==> config.mk <==
export PLATFORM = sky130hd
export DESIGN_NAME = tlp_send
export DESIGN_NICKNAME = d
export VERILOG_FILES = /design/src/rtl/tlp_xcvr_pkg.sv /design/src/rtl/tlp_cpl_fmt.sv /design/src/rtl/tlp_send.sv
export SDC_FILE = /design/constraint.sdc
export NUM_CORES = 1
export LEC_CHECK = 0
export CAP_MARGIN = 20
export CORE_MARGIN = 10
export CORE_UTILIZATION = 51
export CTS_BUF_LIST = sky130_fd_sc_hd__clkbuf_2
export DETAILED_ROUTE_END_ITERATION = 8
export PLACE_DENSITY = 0.95
export REMOVE_ABC_BUFFERS = 1
export SYNTH_ARGS = -nofsm -noshare
export SYNTH_HDL_FRONTEND = slang
export SYNTH_HIERARCHICAL = 1
export SYNTH_SLANG_ARGS = --single-unit
==> constraint.sdc <==
create_clock -name pcieClk_in -period 7.3 [get_ports pcieClk_in]
set_clock_uncertainty 0.15 [all_clocks]
set_input_delay 0.73 -clock pcieClk_in [delete_from_list [all_inputs] [get_ports pcieClk_in]]
set_output_delay 0.73 -clock pcieClk_in [all_outputs]
set_load 0.1 [all_outputs]
==> src/rtl/tlp_xcvr_pkg.sv <==
// rtl/tlp_xcvr_pkg.sv - shared types, constants and action builders for the TLP transceiver
// Purpose: action word passed from the receive block to tlp_send, plus the
//          completion header layouts used by the CplD formatter.
// Ports:   none (package).
package tlp_xcvr_pkg;

  typedef logic [3:0]  ExtChan;
  typedef logic [15:0] BusID;
  typedef logic [7:0]  Tag;
  typedef logic [31:0] uint32;

  typedef enum logic [1:0] {
    ACT_NOP   = 2'd0,
    ACT_READ  = 2'd1,
    ACT_WRITE = 2'd2
  } ActType;

  typedef struct packed {
    ActType typ;
    ExtChan chan;
    BusID   reqID;
    Tag     tag;
    uint32  data;
  } Action;

  localparam logic [2:0] FMT_3DW_DATA = 3'b010;
  localparam logic [4:0] TYP_CPL      = 5'b01010;

  // DW0 of the completion header; TC, attributes and flags are all zero.
  typedef struct packed {
    logic [2:0]  fmt;
    logic [4:0]  typ;
    logic [13:0] tcAttr;
    logic [9:0]  length;
  } CplHdr0;

  typedef struct packed {
    BusID        completerId;
    logic [2:0]  status;
    logic        bcm;
    logic [11:0] byteCount;
  } CplHdr1;

  typedef struct packed {
    BusID       reqId;
    Tag         tag;
    logic       rsvd;
    logic [6:0] lowerAddr;
  } CplHdr2;

  function automatic Action genRegRead(ExtChan chan, BusID reqID, Tag tag);
    Action a;
    a       = '0;
    a.typ   = ACT_READ;
    a.chan  = chan;
    a.reqID = reqID;
    a.tag   = tag;
    return a;
  endfunction

  function automatic Action genRegWrite(ExtChan chan, uint32 data);
    Action a;
    a      = '0;
    a.typ  = ACT_WRITE;
    a.chan = chan;
    a.data = data;
    return a;
  endfunction

endpackage

==> src/rtl/tlp_cpl_fmt.sv <==
// rtl/tlp_cpl_fmt.sv - registered 3-beat CplD formatter for the 64-bit TX stream
// Purpose: on start, emits SOP header beat, requester/lower-address beat and
//          the data beat (EOP), each held stable until txReady is seen.
// Ports:   pcieClk_in/pcieRstN_in clock and async active-low reset;
//          start        load beat 0 (only honoured while idle);
//          cfgBusDev    {bus, dev} for the completer ID;
//          reqId/tag/lowerAddr/rdData  completion fields, held by the caller;
//          txData/txValid/txReady/txSOP/txEOP  TX stream.
module tlp_cpl_fmt
  import tlp_xcvr_pkg::*;
(
  input  logic        pcieClk_in,
  input  logic        pcieRstN_in,
  input  logic        start,
  input  logic [12:0] cfgBusDev,
  input  BusID        reqId,
  input  Tag          tag,
  input  logic [6:0]  lowerAddr,
  input  uint32       rdData,
  output logic [63:0] txData,
  output logic        txValid,
  input  logic        txReady,
  output logic        txSOP,
  output logic        txEOP
);

  CplHdr0     hdr0;
  CplHdr1     hdr1;
  CplHdr2     hdr2;
  logic [1:0] beat;

  always_comb begin
    hdr0             = '0;
    hdr0.fmt         = FMT_3DW_DATA;
    hdr0.typ         = TYP_CPL;
    hdr0.length      = 10'd1;
    hdr1             = '0;
    hdr1.completerId = {cfgBusDev, 3'b000};
    hdr1.byteCount   = 12'd4;
    hdr2             = '0;
    hdr2.reqId       = reqId;
    hdr2.tag         = tag;
    hdr2.lowerAddr   = lowerAddr;
  end

  // Lower address is always QW aligned, so the payload never shares the
  // header's second beat and always lands in DW0 of the third beat.
  always_ff @(posedge pcieClk_in or negedge pcieRstN_in) begin
    if (!pcieRstN_in) begin
      txData  <= '0;
      txValid <= 1'b0;
      txSOP   <= 1'b0;
      txEOP   <= 1'b0;
      beat    <= 2'd0;
    end else if (txValid && txReady) begin
      unique case (beat)
        2'd0: begin
          txData <= {32'h0, hdr2};
          txSOP  <= 1'b0;
          beat   <= 2'd1;
        end
        2'd1: begin
          txData <= {32'h0, rdData};
          txEOP  <= 1'b1;
          beat   <= 2'd2;
        end
        default: begin
          txData  <= '0;
          txValid <= 1'b0;
          txEOP   <= 1'b0;
          beat    <= 2'd0;
        end
      endcase
    end else if (!txValid && start) begin
      txData  <= {hdr1, hdr0};
      txValid <= 1'b1;
      txSOP   <= 1'b1;
      txEOP   <= 1'b0;
      beat    <= 2'd0;
    end
  end

endmodule

==> src/rtl/tlp_send.sv <==
// rtl/tlp_send.sv - transmit half of the TLP transceiver: action FSM
// Purpose: consumes actions; writes strobe the register port, reads fetch a
//          value (or time out) and return a 3DW CplD on the TX stream.
// Ports:   pcieClk_in/pcieRstN_in clock and async active-low reset;
//          cfgBusDev_in {bus, dev}; actData/actValid/actReady action input;
//          txData/txValid/txReady/txSOP/txEOP TX stream;
//          regChan/regWrValid/regWrData/regRdReq/regRdData/regRdValid
//          application register port.
module tlp_send
  import tlp_xcvr_pkg::*;
#(
  parameter int          RD_TIMEOUT   = 255,
  parameter logic [31:0] TIMEOUT_DATA = 32'hDEADBEEF
)(
  input  logic        pcieClk_in,
  input  logic        pcieRstN_in,
  input  logic [12:0] cfgBusDev_in,
  input  Action       actData_in,
  input  logic        actValid_in,
  output logic        actReady_out,
  output logic [63:0] txData_out,
  output logic        txValid_out,
  input  logic        txReady_in,
  output logic        txSOP_out,
  output logic        txEOP_out,
  output ExtChan      regChan_out,
  output logic        regWrValid_out,
  output logic [31:0] regWrData_out,
  output logic        regRdReq_out,
  input  logic [31:0] regRdData_in,
  input  logic        regRdValid_in
);

  localparam int CW = (RD_TIMEOUT < 2) ? 1 : $clog2(RD_TIMEOUT + 1);

  typedef enum logic [2:0] {
    S_IDLE,
    S_WR,
    S_RD_WAIT,
    S_CPL0,
    S_CPL1,
    S_CPL2
  } SendState;

  SendState      state, stateNext;
  logic [CW-1:0] rdCnt;
  BusID          reqIdQ;
  Tag            tagQ;
  uint32         rdDataQ;
  logic          accept, isRead, isWrite, rdDone, timedOut, beatTaken;

  always_comb begin
    stateNext = state;
    accept    = 1'b0;
    rdDone    = 1'b0;
    isRead    = (actData_in.typ == ACT_READ);
    isWrite   = (actData_in.typ == ACT_WRITE);
    timedOut  = (rdCnt == CW'(RD_TIMEOUT));
    beatTaken = txValid_out && txReady_in;
    unique case (state)
      S_IDLE: begin
        if (actValid_in && actReady_out) begin
          accept = 1'b1;
          if (isRead) begin
            stateNext = S_RD_WAIT;
          end else if (isWrite) begin
            stateNext = S_WR;
          end
        end
      end
      S_WR:      stateNext = S_IDLE;
      S_RD_WAIT: begin
        if (regRdValid_in || timedOut) begin
          rdDone    = 1'b1;
          stateNext = S_CPL0;
        end
      end
      S_CPL0:    if (beatTaken) stateNext = S_CPL1;
      S_CPL1:    if (beatTaken) stateNext = S_CPL2;
      S_CPL2:    if (beatTaken) stateNext = S_IDLE;
      default:   stateNext = S_IDLE;
    endcase
  end

  always_ff @(posedge pcieClk_in or negedge pcieRstN_in) begin
    if (!pcieRstN_in) begin
      state          <= S_IDLE;
      rdCnt          <= '0;
      actReady_out   <= 1'b0;
      regChan_out    <= '0;
      regWrValid_out <= 1'b0;
      regWrData_out  <= '0;
      regRdReq_out   <= 1'b0;
      reqIdQ         <= '0;
      tagQ           <= '0;
      rdDataQ        <= '0;
    end else begin
      state          <= stateNext;
      actReady_out   <= (stateNext == S_IDLE);
      regWrValid_out <= accept && isWrite;
      regRdReq_out   <= accept && isRead;
      if (accept && (isRead || isWrite)) regChan_out <= actData_in.chan;
      if (accept && isWrite) regWrData_out <= actData_in.data;
      // The counter holds during the request cycle, so the window is
      // RD_TIMEOUT cycles measured from the first cycle data could arrive.
      if (accept && isRead) begin
        reqIdQ <= actData_in.reqID;
        tagQ   <= actData_in.tag;
        rdCnt  <= '0;
      end else if (state == S_RD_WAIT && !regRdReq_out && !timedOut) begin
        rdCnt <= rdCnt + CW'(1);
      end
      // Real data wins over a timeout landing on the same cycle.
      if (rdDone) rdDataQ <= regRdValid_in ? regRdData_in : TIMEOUT_DATA;
    end
  end

  tlp_cpl_fmt u_fmt (
    .pcieClk_in  (pcieClk_in),
    .pcieRstN_in (pcieRstN_in),
    .start       (rdDone),
    .cfgBusDev   (cfgBusDev_in),
    .reqId       (reqIdQ),
    .tag         (tagQ),
    .lowerAddr   ({regChan_out, 3'b000}),
    .rdData      (rdDataQ),
    .txData      (txData_out),
    .txValid     (txValid_out),
    .txReady     (txReady_in),
    .txSOP       (txSOP_out),
    .txEOP       (txEOP_out)
  );

endmodule

=== Yosys cells after proc, flatten, opt, wreduce, memory -nomap -nowiden ===
Index checks and enable logic that the tools add are counted.

* Register bits: 175
* Latch bits: 0
* Memories: 0
* Logic and storage cells: 78
* RAM bits: 0
* ROM bits: 0
* Output and inout port bits: 106

* Reductions and logical operators: 22
* Bitwise logic cells: 0
* Shift-type cells: 0
* Multipliers: 0
* Order comparisons: 0
* Muxes and demuxes: 29
* Divide/modulo/power cells: 0
* Add/sub/neg operators: 1
* Equality and inequality tests: 11

{| class="wikitable"
|+ Operators with widths
! cell !! count
|-
| two-way mux 64 bit || 2
|-
| one-hot mux 32 bit (2 select lines) || 1
|-
| two-way mux 32 bit || 1
|-
| two-way mux 3 bit || 7
|-
| two-way mux 8 bit || 2
|-
| one-hot mux 3 bit (5 select lines) || 1
|-
| two-way mux 1 bit || 11
|-
| adder 8 x 1 -> 8 bit, second input constant || 1
|-
| == test 8 bit, second input constant || 1
|-
| logical AND 1 bit || 8
|-
| == test 3 x 2 -> 1 bit, second input constant || 2
|-
| == test 3 bit, second input constant || 2
|-
| zero test 3 bit || 2
|-
| AND reduction 2 bit || 3
|-
| == test 2 x 1 -> 1 bit, second input constant || 2
|-
| two-way mux 2 bit || 2
|-
| != test 2 bit, second input constant || 2
|-
| one-hot mux 2 bit (2 select lines) || 1
|-
| nonzero test 2 bit || 2
|-
| zero test 1 bit || 3
|-
| == test 2 bit, second input constant || 1
|-
| zero test 2 bit || 1
|-
| logical OR 1 bit || 2
|-
| != test 2 x 1 -> 1 bit, second input constant || 1
|-
| 2 further kinds || 2
|}

=== Depth between registers and ports, before layout ===
Gate-level depths: netlist of run 1.

* Depth in word-level cells: 7
* Mapped depth: 11
* Depth with buffers taken out: 8

=== Modules after synthesis ===
Netlist of run 1, hierarchy kept.

{| class="wikitable"
|+ By module, submodules not included
! module !! seq. area each (um2) !! area each (um2) !! cells each !! instances
|-
| tlp_send || 2,652.5 || 4,100.2 || 326 || 1
|-
| tlp_cpl_fmt || 1,276.2 || 2,237.1 || 189 || 1
|}

=== Least setup slack after synthesis of run 1 ===
OpenSTA, ideal clock, no wires.

* Path type: reg2reg
* From: register rdCnt[0]
* To: register u_fmt.txData[55]
* Path slack: 4.641 ns
* Library setup time: 0.123 ns
* Data required time: 7.027 ns
* Stages on the path, launching flop included: 11
* Arrival: 2.386 ns
* Path through: dfrtp_1 ha_1 and3_1 and3_1 o21ai_2 inv_2 buf_2 clkbuf_1 nor2b_1 buf_2 a22o_1

* Word-level cells in the longest chain between the ends: 6

{| class="wikitable"
|+ RTL lines
! element !! line !! RTL
|-
| start: declaration || tlp_send.sv:46 || <nowiki>logic [CW-1:0] rdCnt;</nowiki>
|-
| start signal: assignment || tlp_send.sv:111 || <nowiki>rdCnt <= rdCnt + CW'(1);</nowiki>
|-
| == test 8 bit || tlp_send.sv:58 || <nowiki>timedOut = (rdCnt == CW'(RD_TIMEOUT));</nowiki>
|-
| logical OR 1 bit || tlp_send.sv:73 || <nowiki>if (regRdValid_in || timedOut) begin</nowiki>
|-
| two-way mux 1 bit || tlp_send.sv:73 ||
|-
| two-way mux 1 bit || tlp_send.sv:60 || <nowiki>unique case (state)</nowiki>
|-
| net rdDone || tlp_send.sv:50 || <nowiki>logic accept, isRead, isWrite, rdDone, timedOut, beatTaken;</nowiki>
|-
| logical AND 1 bit || tlp_cpl_fmt.sv:74 || <nowiki>end else if (!txValid && start) begin</nowiki>
|-
| nonzero test 2 bit (no source line) || - ||
|-
| end signal: assignment || tlp_cpl_fmt.sv:58 || <nowiki>txData <= {32'h0, hdr2};</nowiki>
|-
| end signal: assignment || tlp_cpl_fmt.sv:63 || <nowiki>txData <= {32'h0, rdData};</nowiki>
|-
| end signal: assignment || tlp_cpl_fmt.sv:75 || <nowiki>txData <= {hdr1, hdr0};</nowiki>
|-
| end: declaration || tlp_cpl_fmt.sv:20 || <nowiki>output logic [63:0] txData,</nowiki>
|}

The timed path passes the listed nets, and every way through them passes these cells.
A chain may end at the register's enable or synchronous reset.

=== Final worst setup path of run 1 ===
* From: register u_fmt.txValid
* To: output port txValid_out

{| class="wikitable"
|+ RTL lines
! element !! line !! RTL
|-
| start: declaration || tlp_cpl_fmt.sv:21 || <nowiki>output logic txValid,</nowiki>
|-
| start signal: assignment || tlp_cpl_fmt.sv:51 || <nowiki>txValid <= 1'b0;</nowiki>
|-
| start signal: assignment || tlp_cpl_fmt.sv:69 || <nowiki>txValid <= 1'b0;</nowiki>
|-
| start signal: assignment || tlp_cpl_fmt.sv:76 || <nowiki>txValid <= 1'b1;</nowiki>
|-
| end: declaration || tlp_send.sv:22 || <nowiki>output logic txValid_out,</nowiki>
|}

No word-level cell between the ends.

==> results.py, run 1 <==
metrics = {
    "status": {
        "outcome": "complete, no violations",
    },
    "clocking": {
        "cts_max_path_buffers": 2,
        "root_buffer": "clkbuf_2",
        "cts_setup_buffers": 0,
        "clk_latency_ps": 730,
        "clock_sinks": 157,
        "numCtsBuffers": 17,
        "clk_pin_slew_ps": 200,
        "tritoncts": "yes",
        "hold_buffers": 1,
        "ctsResizeCount": 0,
        "cts_htree_levels": 4,
    },
    "cells_and_area": {
        "layout-drive-gt1-share_pct": 11.88,
        "final_nets": 826,
        "multi_input_area_sq_mm": 0.002068,
        "n_antenna_cell": 0,
        "n_fill_cell": 866,
        "seq_area_sq_mm": 0.003929,
        "area_growth_pct": 38.08,
        "design_area_sq_mm": 0.008751,
    },
    "synthesis": {
        "synth_seq_cells": 157,
        "syn_inst": 515,
        "netlist_area_sq_mm": 0.006337,
        "ys_seq_area_share_pct": 61.99,
        "avgSynthCellArea_sq_um": 12.31,
        "ys.warnings.count": 6,
        "ys_types": 42,
    },
    "sta": {
        "max_freq_mhz": 274.1,
        "rsz0062_at_grt": "no",
        "worstMarginPinSlew_ps": 1047,
        "period_minus_slack_ps": 3649,
        "finalHoldViolCount": 0,
        "finalHoldWorstSlack_ps": 353.5,
        "slew_viol_final": 0,
        "fin_ws_ps": 3651,
        "slew_headroom_pct": 29.95,
        "setup_viol": 0,
        "fin_crit_sh_pct": 49.99,
        "fin_setup_tns_ps": 0,
    },
    "route": {
        "first_iter_violations": 421,
        "antenna_left": 0,
        "avgRoutedWirePerCell_um": 20.57,
        "vias_per_cell": 5.333,
        "via_count": 4757,
        "dr.pass1.iters": 6,
        "drc": 0,
        "routed_wl_um": 18350,
    },
    "worst_setup_path": {
        "crit_slowest_cell": "clkdlybuf4s50_1",
        "cp-start-kind": "flop",
        "critPathKind": "reg2out",
        "worst_setup_path_end_kind": "output port",
        "path_cells": "clkdlybuf4s50_1",
        "crit_family": "buffers and inverters",
        "path_buf_inv": 1,
        "crit_path_max_incr_delay_ps": 1270,
        "crit_required_ps": 6420,
        "critPathMaxFanout": 18,
        "arrival_ps": 2770,
    },
    "global_routing": {
        "gr-usage-all-layers_pct": 21.09,
        "grt_max_degree": 93,
        "antenna_found_initial": 0,
        "gr-total-overflow": 0,
        "grt_pass1_wl_um": 29080,
        "first_global_vias": 5360,
    },
    "flow_run": {
        "maxCapViolCount": 0,
    },
    "placement": {
        "io_buffers": 199,
        "place_area_sq_mm": 0.008366,
        "place_ws_ps": 3753,
        "gp_congestion": 0.8082,
        "dp_hpwl_um": 13510,
    },
    "die": {
        "ioPinCount": 218,
        "num_rows": 40,
        "chipWidth_um": 131.5,
        "dieArea_sq_mm": 0.01728,
        "dieHeight_um": 131.5,
        "initial_core_util_pct": 52.32,
        "core_area_sq_mm": 0.01211,
    },
    "min_path": {
        "min_path_type": "in2reg",
    },
}
## cell usage in the layout, fill, tap and decap left out, types with 5 or more instances in the layout
cell / Yosys / final
nor2b_1: 7 / 7
clkdlybuf4s50_1: 0 / 198
a222oi_1: 27 / 27
nand2_1: 83 / 83
nand2b_1: 5 / 5
a21oi_1: 9 / 9
nor2_1: 5 / 5
mux2_2: 40 / 40
dfrtp_1: 157 / 157
bufinv_16: 0 / 8
nand3_1: 7 / 7
a22o_1: 22 / 22
nor3_1: 6 / 6
conb_1: 2 / 21
o22a_1: 24 / 24
inv_1: 35 / 35
clkbuf_2: 3 / 18
## stage by stage
step / cells / util, %
2_1_floorplan: 487 / -
3_3_place_gp: 858 / 69.07
3_5_place_dp: 858 / 69.07
4_1_cts: 891 / 72.13
5_1_grt: 892 / 72.25
6_report: 892 / 72.25
## logic make-up after synthesis
kind of cell | Yosys count | share of synthesized area, %
mux | 45 | 7.957
xor+xnor | 2 | 0.2765
buf+inv | 83 | 6.634
other cells | 2 | 0.1185
compound gates | 97 | 13.29
flops | 157 | 61.99
fa+ha+maj | 3 | 0.5924
simple gates | 126 | 9.141
## final timing paths
path,start,end,slack [ps],cells after the start
max,u_fmt/txValid$_DFFE_PN0P_,txValid_out,3650,1
min in group asynchronous,pcieRstN_in,regWrData_out[31]$_DFFE_PN0P_,450,2
min,actData_in[51],reqIdQ[11]$_DFFE_PN0P_,350,3
max reg2reg,rdCnt[0]$_DFFE_PN0P_,u_fmt/txData[2]$_DFFE_PN0P_,3910,9
max in group asynchronous,pcieRstN_in,tagQ[6]$_DFFE_PN0P_,5140,3
min reg2reg,reqIdQ[9]$_DFFE_PN0P_,reqIdQ[9]$_DFFE_PN0P_,360,2
## flip-flops by register name (all words and copies together), names as in the netlist
name and count:
u_fmt/beat 2, rdCnt 8, regChan_out 4, regRdReq_out 1, rdDataQ 32, u_fmt/txValid 1
regWrValid_out 1, tagQ 8, u_fmt/txData 46, u_fmt/txEOP 1, state 3, actReady_out 1
regWrData_out 32, reqIdQ 16, u_fmt/txSOP 1
## Yosys cell counts (all sizes together)
cell / n / area, sq um
o21bai: 1 / 7.510
xnor2: 2 / 17.52
mux2: 40 / 450.4
nand2b: 5 / 31.28
nand2: 83 / 311.6
clkbuf: 12 / 48.79
dfrtp: 157 / 3929
a222oi: 27 / 270.3
conb: 2 / 7.510
o22ai: 1 / 6.260
o22a: 24 / 210.2
inv: 36 / 135.1
nor3: 6 / 30.03
nor2b: 7 / 43.79
a22o: 22 / 192.7
a31oi: 3 / 18.77
and2: 3 / 18.77
nand3: 8 / 45.04
or4b: 1 / 13.76
ha: 3 / 37.54
and4b: 1 / 10.01
a311oi: 1 / 26.28
o211ai: 1 / 7.510
o21ai: 4 / 23.77
o211a: 1 / 10.01
buf: 35 / 236.5
a21o: 3 / 23.77
and3: 4 / 25.02
and4bb: 2 / 25.02
a21oi: 9 / 45.04
mux2i: 5 / 53.80
nor2: 6 / 25.03
## routing by layer
| layer | GRT usage (%) | wire length (um) | part of all wire (%) | vias up |
|---|---|---|---|---|
| li1 | - | - | - | 2169 |
| met2 | 36.72 | 9356 | 51 | 228 |
| met5 | 0 | 0 | 0 | - |
| met3 | 9.184 | 1752 | 9.5 | 20 |
| met4 | 6.428 | 282 | 1.5 | 0 |
| met1 | 22.60 | 6956 | 38 | 2340 |
## area by class of cell
type	instances	share of cell area (%)
Clock buffer	18	1.029
Sequential cell	157	44.90
Tap cell	168	2.402
Timing Repair Buffer	205	23.41
Inverter	36	1.544
Multi-Input combinational cell	294	23.63
Clock inverter	14	3.088
Power of run 1 is not shown: default switching activity piles up to over one toggle a cycle in this logic, so the estimate is an artifact.
==> run 2: changes to the inputs <==
--- a/config.mk
+++ b/config.mk
@@ -7,10 +7,10 @@
 export LEC_CHECK = 0
 export CAP_MARGIN = 20
 export CORE_MARGIN = 10
-export CORE_UTILIZATION = 51
+export CORE_UTILIZATION = 42
 export CTS_BUF_LIST = sky130_fd_sc_hd__clkbuf_2
 export DETAILED_ROUTE_END_ITERATION = 8
-export PLACE_DENSITY = 0.95
+export PLACE_DENSITY = 0.85
 export REMOVE_ABC_BUFFERS = 1
 export SYNTH_ARGS = -nofsm -noshare
 export SYNTH_HDL_FRONTEND = slang
==> constraint.sdc (replaced) <==
create_clock -name pcieClk_in -period 2.95 [get_ports pcieClk_in]
set_clock_uncertainty 0.15 [all_clocks]
set_input_delay 0.295 -clock pcieClk_in [delete_from_list [all_inputs] [get_ports pcieClk_in]]
set_output_delay 0.295 -clock pcieClk_in [all_outputs]
set_load 0.1 [all_outputs]
==> run 2 against run 1 <==
  * Critical path depth is 6 higher
  * Hold slack worse by 270 ps
  * Register-to-register slack worse by 3600 ps
  * Cell count is 14% higher
  * Worst setup slack worse by 3300 ps
  * Count of clock-buffer cells in the layout is 1 higher
  * Die area is 18% higher
  * Design area is 8.3% higher
  * Critical endpoint is now u_fmt/txData[57]$_DFFE_PN0P_
==> results.py, run 2 (synthesized netlist as in run 1, its figures left out) <==
metrics = {
    "route": {
        "avgRoutedWirePerCell_um": 19.48,
        "first_iter_violations": 379,
        "drc": 0,
        "vias_per_cell": 5.149,
        "routed_wl_um": 19840,
        "antenna_left": 0,
        "via_count": 5242,
        "dr.pass1.iters": 5,
    },
    "placement": {
        "io_buffers": 199,
        "gp_congestion": 0.8042,
        "place_area_sq_mm": 0.008265,
        "dp_hpwl_um": 12740,
        "dp_cells": 884,
    },
    "cells_and_area": {
        "layout_common_cells": "dfrtp_1, clkdlybuf4s50_1, dlygate4sd3_1",
        "design_area_sq_mm": 0.009477,
        "layout-drive-gt1-share_pct": 21.73,
        "final_nets": 936,
        "largest_register_ffs": 46,
        "fin_cells": 1018,
        "area_growth_pct": 49.54,
        "largest-register": "u_fmt/txData",
        "layout_commonest_cell": "dfrtp_1",
        "largestRegisters": "u_fmt/txData (46), rdDataQ (32), regWrData_out (32)",
        "n_fill_cell": 1048,
    },
    "min_path": {
        "min_path_type": "in2reg",
    },
    "clocking": {
        "tritoncts": "yes",
        "root_buffer": "clkbuf_2",
        "clk_pin_slew_ps": 210,
        "cts_htree_levels": 4,
        "clk_latency_ps": 670,
        "cts_max_path_buffers": 2,
        "numCtsBuffers": 17,
        "clock_sinks": 157,
        "ctsResizeCount": 0,
    },
    "die": {
        "dieArea_sq_mm": 0.02040,
        "dieHeight_um": 142.8,
        "initial_core_util_pct": 43.28,
        "num_rows": 44,
        "ioPinCount": 218,
        "core_area_sq_mm": 0.01464,
        "chipWidth_um": 142.8,
    },
    "worst_setup_path": {
        "critPathKind": "reg2reg",
        "worst_setup_path_end_kind": "flop",
        "crit_required_ps": 3410,
        "cp-start-kind": "flop",
        "arrival_ps": 3100,
        "critPathMaxFanout": 14,
    },
    "sta": {
        "setup_viol": 0,
        "finalHoldViolCount": 0,
        "worstMarginPinSlew_ps": 1057,
        "period_minus_slack_ps": 2644,
        "slew_headroom_pct": 29.42,
        "fin_crit_sh_pct": 89.64,
        "slew_viol_final": 0,
        "max_freq_mhz": 378.1,
        "rsz0062_at_grt": "no",
    },
    "global_routing": {
        "grt_max_degree": 75,
        "gr-usage-all-layers_pct": 18.72,
        "gr-total-overflow": 0,
        "grt_pass1_wl_um": 30450,
        "first_global_vias": 5637,
        "antenna_found_initial": 1,
    },
    "pwr": {
        "powerDensity_mw_per_mm2": 1235,
        "ir_drop_uv": 1041,
        "p_leak_nw": 4.590,
    },
    "flow_run": {
        "maxCapViolCount": 0,
    },
    "status": {
        "outcome": "complete, no violations",
    },
}
## run 2: cell types whose count changed in the layout (fill, tap and decap cells not counted), moves of 2 or more
cell             change
buf_12               +2
buf_4               +96
bufinv_16            -8
clkdlybuf4s50_1     -88
clkinv_1             +2
clkinv_4             +3
dlygate4sd3_1      +100
## run 2: layer usage
layer	part of all wire [%]	wire (um)	GRT usage (%)	vias up
li1	-	-	-	2387
met1	38	7481	20.09	2598
met2	51	10140	32.78	228
met3	9.1	1813	7.794	29
met4	2.0	401	6.080	0
met5	0	0	0	-
## run 2: final timing paths
check | from | slack (ps) | cells past startpoint | end
max | rdCnt[0]$_DFFE_PN0P_ | 310 | 7 | u_fmt/txData[57]$_DFFE_PN0P_
min | actData_in[4] | 90 | 2 | regWrData_out[4]$_DFFE_PN0P_
max reg2reg | rdCnt[0]$_DFFE_PN0P_ | 310 | 7 | u_fmt/txData[57]$_DFFE_PN0P_
min reg2reg | rdDataQ[7]$_DFFE_PN0P_ | 350 | 1 | u_fmt/txData[7]$_DFFE_PN0P_
max in group asynchronous | pcieRstN_in | 1640 | 4 | rdDataQ[10]$_DFFE_PN0P_
min in group asynchronous | pcieRstN_in | 520 | 4 | regWrData_out[2]$_DFFE_PN0P_
## run 2: power by group
| group | switching [W] | internal (W) |
|---|---|---|
| Sequential | 0.000626 | 0.00309 |
| Clock | 0.000730 | 0.000212 |
| Combinational | 0.00521 | 0.00184 |
## run 2: layout make-up
type / instances / area [sq um] / share of cell area [%]
sequential: 157 / 3929 / 41.46
timing repair buffer: 315 / 2942 / 31.04
multi-input combinational: 294 / 2068 / 21.82
tap: 184 / 230.2 / 2.429
inverter: 36 / 135.1 / 1.426
clock buffer: 19 / 95.09 / 1.003
clock inverter: 12 / 75.07 / 0.7922
antenna: 1 / 2.502 / 0.02641
## run 2: worst max-delay path: stages (launching register included)
cell and delay [ps]:
dfrtp_1 440, ha_1 210, and3_1 270, and3_1 200
o21ai_2 70, inv_2 110, nor2b_1 840, a22o_1 300
## run 2: per-stage QoR
| stage | utilization [%] | hold WS, ps | total power (W) | setup slack [ps] | TNS, ps |
|---|---|---|---|---|---|
| floorplan | - | -150.6 | 0.008905 | -228.9 | -9118 |
| global placement | 56.44 | 86.04 | 0.01048 | 608.2 | 0 |
| detailed placement | 56.44 | 94.13 | 0.01066 | 442.3 | 0 |
| CTS | 63.06 | 0.4857 | 0.01170 | 402.6 | 0 |
| global route | 64.71 | -2.558 | 0.01224 | 202.8 | 0 |
| finish | 64.71 | 85.70 | 0.01171 | 305.5 | 0 |
## run 2: repair_timing
item | CTS | global route
buffers inserted | 0 | 0
hold buffers | 78 | 24
endpoints found under the hold margin | 232 | 24
Note: power is estimated with default switching activity, not from simulation.
==> run 3: changes to the inputs <==
--- a/config.mk
+++ b/config.mk
@@ -7,10 +7,11 @@
 export LEC_CHECK = 0
 export CAP_MARGIN = 20
 export CORE_MARGIN = 10
-export CORE_UTILIZATION = 42
+export CORE_UTILIZATION = 30
 export CTS_BUF_LIST = sky130_fd_sc_hd__clkbuf_2
 export DETAILED_ROUTE_END_ITERATION = 8
-export PLACE_DENSITY = 0.85
+export PLACE_DENSITY = 0.66
+export RECOVER_POWER = 100
 export REMOVE_ABC_BUFFERS = 1
 export SYNTH_ARGS = -nofsm -noshare
 export SYNTH_HDL_FRONTEND = slang
==> run 3 against run 2 <==
  * The run now ends with capacitance limit, slew limit left
  * Via count is 2.3% lower
  * First-iteration DRC count shrank 11%
  * Register-to-register slack worse by 70 ps
  * Routed wire length increased by 0.33%
  * Fmax fell by 2.6%
  * Critical path depth is 2 higher
  * Core utilization shrank 20 points
  * Worst setup slack worse by 70 ps
  * Global-route usage shrank 4.5 points
  * Cell count grew 9.4%
  * Sequential share of layout area is 0.87 points higher
  * Flip-flop and latch count unchanged
  * Critical endpoint is now u_fmt/txData[1]$_DFFE_PN0P_
  * Highest routed layer unchanged
==> results.py, run 3 (synthesized netlist as in run 1, its figures left out) <==
metrics = {
    "status": {
        "outcome": "finished, violations left",
        "violations": "capacitance limit, slew limit",
    },
    "clocking": {
        "ctsResizeCount": 0,
        "cts_setup_buffers": 0,
        "clk_pin_slew_ps": 200,
        "root_buffer": "clkbuf_2",
        "clock_sinks": 157,
        "cts_htree_levels": 4,
        "cts_max_path_buffers": 2,
        "tritoncts": "yes",
        "clk_latency_ps": 710,
        "numCtsBuffers": 17,
    },
    "die": {
        "chipWidth_um": 165.3,
        "num_rows": 53,
        "initial_core_util_pct": 30.34,
        "core_area_sq_mm": 0.02089,
        "dieArea_sq_mm": 0.02734,
        "ioPinCount": 218,
        "dieHeight_um": 165.3,
    },
    "route": {
        "via_count": 5120,
        "antenna_left": 0,
        "dr.pass1.iters": 6,
        "vias_per_cell": 4.596,
        "avgRoutedWirePerCell_um": 17.86,
        "first_iter_violations": 339,
        "routed_wl_um": 19900,
        "drc": 0,
    },
    "global_routing": {
        "gr-total-overflow": 0,
        "first_global_vias": 5366,
        "gr-usage-all-layers_pct": 14.24,
        "grt_pass1_wl_um": 30100,
        "antenna_found_initial": 1,
        "grt_max_degree": 70,
    },
    "placement": {
        "dp_hpwl_um": 12920,
        "io_buffers": 199,
        "gp_congestion": 0.7253,
        "place_area_sq_mm": 0.008392,
    },
    "sta": {
        "setup_viol": 0,
        "worstMarginPinSlew_ps": 1778,
        "slew_headroom_pct": -18.53,
        "period_minus_slack_ps": 2714,
        "finalHoldViolCount": 0,
        "fin_crit_sh_pct": 92.01,
        "rsz0062_at_grt": "no",
        "max_freq_mhz": 368.4,
        "slew_viol_final": 138,
    },
    "min_path": {
        "min_path_type": "in2reg",
        "hold_start": "regRdData_in[27]",
        "min_path_cells": 2,
        "min_delay_worst_endpoint": "rdDataQ[27]$_DFFE_PN0P_",
    },
    "cells_and_area": {
        "largest-register": "u_fmt/txData",
        "seq_area_sq_mm": 0.003929,
        "n_fill_cell": 2039,
        "largest_register_ffs": 46,
        "multi_input_area_sq_mm": 0.002043,
        "layout_commonest_cell": "dfrtp_1",
        "design_area_sq_mm": 0.009281,
        "area_growth_pct": 46.46,
        "layout_common_cells": "dfrtp_1, clkdlybuf4s50_1, dlygate4sd3_1",
        "largestRegisters": "u_fmt/txData (46), rdDataQ (32), regWrData_out (32)",
        "layout-drive-gt1-share_pct": 10.87,
        "final_nets": 940,
    },
    "worst_setup_path": {
        "critPathKind": "reg2reg",
        "r2r_end": "u_fmt/txData[1]$_DFFE_PN0P_",
        "timing.reg2reg.setup_slack_ps": 240,
        "cp-start-kind": "flop",
        "crit_required_ps": 3440,
        "r2r_start": "rdCnt[0]$_DFFE_PN0P_",
        "arrival_ps": 3210,
        "reg2reg_depth": 9,
        "worst_setup_path_end_kind": "flop",
        "critPathMaxFanout": 25,
    },
    "flow_run": {
        "maxCapViolCount": 3,
    },
}
[run 3: timing repair]
| action | CTS | global route |
|---|---|---|
| setup endpoints to repair | 0 | 0 |
| endpoints found under the hold margin | 261 | 0 |
| hold buffers | 107 | 0 |
[run 3: worst max path at each step]
stage | from | endpoint | slack [ps] | cells after the start
2_1_floorplan | rdCnt[0]$_DFFE_PN0P_ | u_fmt/txData[10]$_DFFE_PN0P_ | -230 | 8
6_report | rdCnt[0]$_DFFE_PN0P_ | u_fmt/txData[1]$_DFFE_PN0P_ | 240 | 9
4_1_cts | rdCnt[0]$_DFFE_PN0P_ | u_fmt/txData[53]$_DFFE_PN0P_ | 230 | 7
3_5_place_dp | rdCnt[0]$_DFFE_PN0P_ | u_fmt/txData[58]$_DFFE_PN0P_ | 270 | 7
3_3_place_gp | rdCnt[0]$_DFFE_PN0P_ | u_fmt/txData[51]$_DFFE_PN0P_ | 350 | 7
5_1_grt | pcieRstN_in | u_fmt/txData[27]$_DFFE_PN0P_ | 80 | 4
[run 3: final cells by class]
type	instances	share of cell area [%]
timing repair buffer	319	28.09
tap	275	3.707
sequential	157	42.33
clock inverter	12	1.321
clock buffer	19	1.025
multi-input combinational	294	22.01
inverter	36	1.456
antenna	2	0.05392
[run 3: metal layers]
metal	routed length, um	part of all wire, %	vias up	global-route usage, %
met3	1221	6.1	12	4.165
met5	0	0	-	0
met2	10300	52	142	23.93
li1	-	-	2400	-
met1	8091	41	2566	17.26
met4	286	1.4	0	4.429
[run 3: worst max-delay path: stages, from the launching register on]
cell and delay, ps:
dfrtp_1 450, ha_1 230, and3_1 230, and3_1 170
o21ai_0 270, inv_2 180, mux2i_4 170, clkbuf_2 540
a222oi_1 180, inv_1 80
[run 3: metrics by stage]
step | utilization, % | setup slack (ps) | instances | hold WS (ps) | TNS [ps]
2_1_floorplan | - | -228.9 | 487 | -150.6 | -9118
3_3_place_gp | 40.04 | 353.0 | 973 | 218.4 | 0
3_5_place_dp | 40.17 | 267.4 | 974 | 215.6 | 0
4_1_cts | 46.43 | 230.3 | 1112 | 9.888 | 0
5_1_grt | 44.43 | 83.21 | 1114 | 12.34 | 0
6_report | 44.43 | 235.7 | 1114 | 119.8 | 0
Power of run 3 is left out for the same reason.
==> RTL edit 1, RTL diff (flow settings as in run 3) <==
Change the parameter `RD_TIMEOUT` from 255 to 510.
--- a/src/rtl/tlp_send.sv
+++ b/src/rtl/tlp_send.sv
@@ -11,3 +11,3 @@
 #(
-  parameter int          RD_TIMEOUT   = 255,
+  parameter int          RD_TIMEOUT   = 510,
   parameter logic [31:0] TIMEOUT_DATA = 32'hDEADBEEF
Behaviour: no difference found for any inputs over 10 cycles, from zero or initial values and one cycle with pcieRstN_in low; that may be too few to reach the edited logic, so the function may still have changed.
==> RTL edit 1 against run 3 <==
Synthesized area increased by 0.91%. Worst setup slack improved by 0.19 ns. Design area increased by 2.8%. Final cell count increased by 1.4%. Sequential cell count increased by 1. Routed wire length increased by 2.9%. Critical endpoint is now tagQ[5]$_DFFE_PN0P_. Global-route usage increased by 0.36 points. Synthesized cell count increased by 1.2%.
==> RTL edit 1: results (changes against run 3) <==
[worst_setup_path]
path_max_fanout=13  ; was 25
crit-reg2reg-launch=state[0]$_DFF_PN0_  ; was rdCnt[0]$_DFFE_PN0P_
crit_path_end=tagQ[5]$_DFFE_PN0P_  ; was u_fmt/txData[1]$_DFFE_PN0P_
critPathKind=register to register  ; unchanged
reg2reg_depth=6  ; was 9
crit_arrival_ns=3.03  ; was 3.21 ns

[global_route]
grt_max_degree=55  ; was 70
track_usage_pct=14.6  ; was 14.2%
grt_first_pass_wirelength_um=32200  ; was 30100 um
grt_antenna_before_repair=2  ; was 1
globalRoute.totalOverflow=0  ; unchanged
grt_pass1_vias=5534  ; was 5366

[clock_tree]
clk_pin_slew_worst_paths_ns=0.25  ; was 0.20 ns
cts_htree_levels=4  ; unchanged
cts_max_path_buffers=2  ; unchanged
cts_made_buffers=17  ; unchanged
clock_latency_ns=0.71  ; about the same
ctsResizeCount=0  ; unchanged

[placed_design]
gp_congestion=0.748  ; was 0.725
post-dp-hpwl_um=13700  ; was 12900 um
io_buffers=199  ; unchanged
placed_area_um2=8480  ; was 8390 um2
dp_slack_ns=0.356  ; was 0.267 ns
dp_cells=987  ; was 974

[layout]
fillers=1988  ; was 2039
fin_nets=956  ; was 940
drive_gt1_share_pct=13.1  ; was 10.9%
largestRegisters=u_fmt/txData (46), rdDataQ (32), regWrData_out (32)  ; unchanged

[power]
peakVddDrop_uv=790
netSwitchingPower_mw=6.61
leakagePower_nw=4.37

[run_status]
status=finished, final reports clean  ; was finished with violations

[route]
viasPerCell=4.65  ; was 4.60
wl_um=20500  ; was 19900 um
drtPass1Iterations=7  ; was 6
drt_iter0_drc=350  ; was 339
drt-wirelength-per-cell_um=18.1  ; was 17.9 um

[timing]
worst_slew_pin_slew_ns=1.36  ; was 1.78 ns
min_period_over_period_pct=85.7  ; was 92.0%

[yosys]
yosysWarnings=6  ; unchanged
avgSynthCellArea_um2=12.3  ; about the same
ys_types=45  ; was 42
ys_top_cells_by_area=dfrtp_1 (62%), mux2_2 (7.0%), nand2_1 (4.7%)  ; was dfrtp_1 (62%), mux2_2 (7.1%), nand2_1 (4.9%)
yosys-top-cells-count=dfrtp_1 (158), nand2_1 (80), mux2_2 (40), inv_1 (35), a222oi_1 (27)  ; was dfrtp_1 (157), nand2_1 (83), mux2_2 (40), inv_1 (35), a222oi_1 (27)
ys_seq_area_share_pct=61.8  ; was 62.0%

[worst_hold_path]
hp-class=primary input to register  ; unchanged

RTL edit 1: cell count changes after synthesis, sizes merged, moves of 3 or more:
cell,delta
a21oi,+4
nand2,-3
o21ai,+5
or3,+3
mux2i,-3
and3,-4
RTL edit 1: layer usage:
metal  track usage (%)  wire (um)  vias to the layer above
met5                 0          0                        -
li1                  -          -                     2459
met3              3.88        898                       17
met4              5.12        375                        0
met2              24.1      10400                      155
met1              18.0       8820                     2621
RTL edit 1: timing repair:
item,4_1_cts,5_1_grt
hold endpoints to repair,263,0
buffers inserted,0,0
hold buffers,108,0
endpoints found under the setup margin,0,0
RTL edit 1: final cells by class:
type | count | area [um2] | share of cell area [%]
timing repair buffer | 328 | 2700 | 28.3
multi-input combinational | 299 | 2080 | 21.8
tap | 275 | 344 | 3.61
clock buffer | 17 | 85.1 | 0.891
antenna | 2 | 5.00 | 0.0524
sequential | 158 | 3950 | 41.4
inverter | 36 | 135 | 1.42
clock inverter | 15 | 235 | 2.46
RTL edit 1: cells by family after synthesis:
logic type	count (synthesis)	share of synthesized area [%]
AO/OA/AOI/OAI	104	13.4
XOR/XNOR	2	0.274
adder cells (fa/ha/maj)	4	0.783
buffers and inverters	83	6.61
flip-flops	158	61.8
multiplexers	42	7.42
other	2	0.117
AND/OR/NAND/NOR	126	9.57
RTL edit 1: worst min-delay path by stage:
stage | start | endpoint | slack, ns | cells after the start
floorplan | pcieRstN_in | actReady_out$_DFF_PN0_ | -0.15 | 0
detailed placement | pcieRstN_in | regWrData_out[31]$_DFFE_PN0P_ | 0.17 | 1
CTS | txReady_in | u_fmt/txValid$_DFFE_PN0P_ | 0.16 | 3
global route | txReady_in | u_fmt/txValid$_DFFE_PN0P_ | 0.17 | 3
finish | txReady_in | u_fmt/txValid$_DFFE_PN0P_ | 0.30 | 3
global placement | pcieRstN_in | regWrData_out[31]$_DFFE_PN0P_ | 0.17 | 1
RTL edit 1: power groups by stage:
stage | Sequential, mW | Combinational, mW | Clock [mW]
2_1_floorplan | 7.39 | 1.51 | 0
3_3_place_gp | 3.77 | 6.82 | 0
3_5_place_dp | 3.79 | 6.90 | 0
4_1_cts | 3.74 | 7.03 | 1.57
5_1_grt | 3.85 | 6.87 | 1.65
6_report | 3.73 | 6.59 | 1.48
RTL edit 1: critical path, cell delays in order, from the launching register on:
cell,delay [ns]
dfrtp_1,0.51
nor4b_1,0.70
nand3_2,0.46
inv_1,0.18
clkbuf_2,0.32
nand2_1,0.10
nand2_1,0.07
==> RTL edit 2, RTL diff (settings of run 3) <==
Without the edit above. Reset style: synchronous (`pcieRstN_in`), changed in 2 clocked blocks. Comments in the files are not updated.
--- a/src/rtl/tlp_cpl_fmt.sv
+++ b/src/rtl/tlp_cpl_fmt.sv
@@ -47,3 +47,3 @@
   // header's second beat and always lands in DW0 of the third beat.
-  always_ff @(posedge pcieClk_in or negedge pcieRstN_in) begin
+  always_ff @(posedge pcieClk_in) begin
     if (!pcieRstN_in) begin
--- a/src/rtl/tlp_send.sv
+++ b/src/rtl/tlp_send.sv
@@ -84,3 +84,3 @@
 
-  always_ff @(posedge pcieClk_in or negedge pcieRstN_in) begin
+  always_ff @(posedge pcieClk_in) begin
     if (!pcieRstN_in) begin
Function: differs if pcieRstN_in is asserted again (counterexample within 4 cycles, from zero or initial values and one cycle with pcieRstN_in low); with pcieRstN_in held inactive, the same outputs for 10 cycles.
==> RTL edit 2 against run 3 <==
Design area decreased by 3.7%. Sequential cell count unchanged. Synthesized cell count up 24%. Synthesized area shrank 0.45%. Maximum frequency up 4.9%. Sequential share of layout area decreased by 7.1 points. Final cell count is 7.5% higher. Routed wire length shrank 1.2%. Worst setup slack gained 0.13 ns. Critical path depth is 2 lower.
==> RTL edit 2: results (changes against run 3) <==
[yosys]
muxShareOfSynthArea_pct=6.05  ; was 7.96%
yosys-top-cells-count=dfxtp_1 (157), nand2_1 (137), a21boi_1 (49), mux2i_1 (30), buf_4 (27)  ; was dfrtp_1 (157), nand2_1 (83), mux2_2 (40), inv_1 (35), a222oi_1 (27)
ys_top_cells_by_area=dfxtp_1 (50%), nand2_1 (8.2%), a21boi_1 (5.8%)  ; was dfrtp_1 (62%), mux2_2 (7.1%), nand2_1 (4.9%)
yosys.area_share.adder_pct=0.595  ; was 0.592%
ys_types=54  ; was 42
async_reset_ff_share_pct=0  ; was 100%
synthXorXnorAreaFrac_pct=0.833  ; was 0.276%
synth-compound-area-share_pct=20.6  ; was 13.3%
ys_seq_area_share_pct=49.8  ; was 62.0%

[global_route]
grt_antenna_before_repair=0  ; was 1
track_usage_pct=13.9  ; was 14.2%
grt_max_degree=41  ; was 70
grt_first_pass_wirelength_um=30400  ; was 30100 um

[route]
vias=5487  ; was 5120
met1_length_um=9010  ; was 8090 um
drtPass1Iterations=4  ; was 6
wl_met3_um=1370  ; was 1220 um
highest_layer=met4  ; unchanged
wl_met2_um=9160  ; was 10300 um
drt-wirelength-per-cell_um=16.4  ; was 17.9 um
drt_iter0_drc=385  ; was 339

[worst_hold_path]
min_from=regRdData_in[21]  ; was regRdData_in[27]
hold_depth=2  ; unchanged

[worst_setup_path]
path_max_fanout=30  ; was 25
slowest_stage=dlygate4sd3_1  ; was clkbuf_2
reg2reg_depth=7  ; was 9
start_kind=register  ; unchanged
crit_arrival_ns=3.08  ; was 3.21 ns

[run_status]
status=finished, final reports clean  ; was finished with violations

[layout]
fin_nets=1030  ; was 940
drive_gt1_share_pct=8.52  ; was 10.9%
diodes=0  ; was 2
fillers=2042  ; was 2039

[timing]
slew-limit-headroom_pct=16.5  ; was -18.5%
max_freq_ghz=0.387  ; was 0.368 GHz
hold_ws_ns=0.106  ; was 0.120 ns

[placed_design]
dp_slack_ns=0.740  ; was 0.267 ns
post-dp-hpwl_um=13000  ; was 12900 um
gp_congestion=0.756  ; was 0.725
io_buffers=199  ; unchanged

[clock_tree]
clock_latency_ns=0.68  ; was 0.71 ns

## RTL edit 2: cells by family after synthesis
logic type,after synthesis
other cells,2
fa+ha+maj,3
flops,157
mux,37
compound gates,160
xor+xnor,6
simple gates,201
buf+inv,74
## RTL edit 2: through the flow
stage | instances | cell area [um2] | power, mW | util (%)
floorplan | 594 | 5970 | 2.58 | -
finish | 1197 | 8940 | 4.00 | 43.7
global placement | 1076 | 8180 | 2.84 | 40.0
CTS | 1181 | 9130 | 4.08 | 44.7
detailed placement | 1076 | 8180 | 2.84 | 40.0
global route | 1197 | 8940 | 4.20 | 43.7
## RTL edit 2: worst reg2reg max path, delay by kind of cell, from the launching register on
kind	cells	cell delay, ns
AND/OR/NAND/NOR	2	0.30
AO/OA/AOI/OAI	2	0.56
adder cells (fa/ha/maj)	1	0.18
flip-flops	1	0.41
buffers and inverters	2	0.96
## RTL edit 2: layer usage
layer	GRT usage [%]	vias up
li1	-	2753
met1	17.6	2555
met2	22.3	166
met3	4.85	13
met4	2.74	0
met5	0	-
## RTL edit 2: worst paths after layout
path,endpoint
setup / recovery,rdDataQ[28]$_SDFFE_PN0P_
setup reg to reg,rdDataQ[28]$_SDFFE_PN0P_
hold reg to reg,tagQ[5]$_SDFFE_PN0P_
hold / removal,rdDataQ[21]$_SDFFE_PN0P_
## RTL edit 2: cell type report
class / instances / area share (%)
timing repair buffer: 302 / 27.2
tap: 270 / 3.78
inverter: 9 / 0.378
sequential: 157 / 35.2
clock buffer: 18 / 1.01
multi-input combinational: 428 / 31.1
clock inverter: 13 / 1.40
## RTL edit 2: power by group
| group | leakage [nW] | switching, mW | internal [mW] |
|---|---|---|---|
| registers | 1.27 | 0.0270 | 2.16 |
| clock network | 0.126 | 0.757 | 0.375 |
| logic | 1.75 | 0.401 | 0.281 |
## RTL edit 2: timing repair
action / CTS / global route
hold buffers: 74 / 16
hold endpoints to repair: 83 / 16
endpoints found under the setup margin: 0 / 0
gates resized for setup: 0 / 0
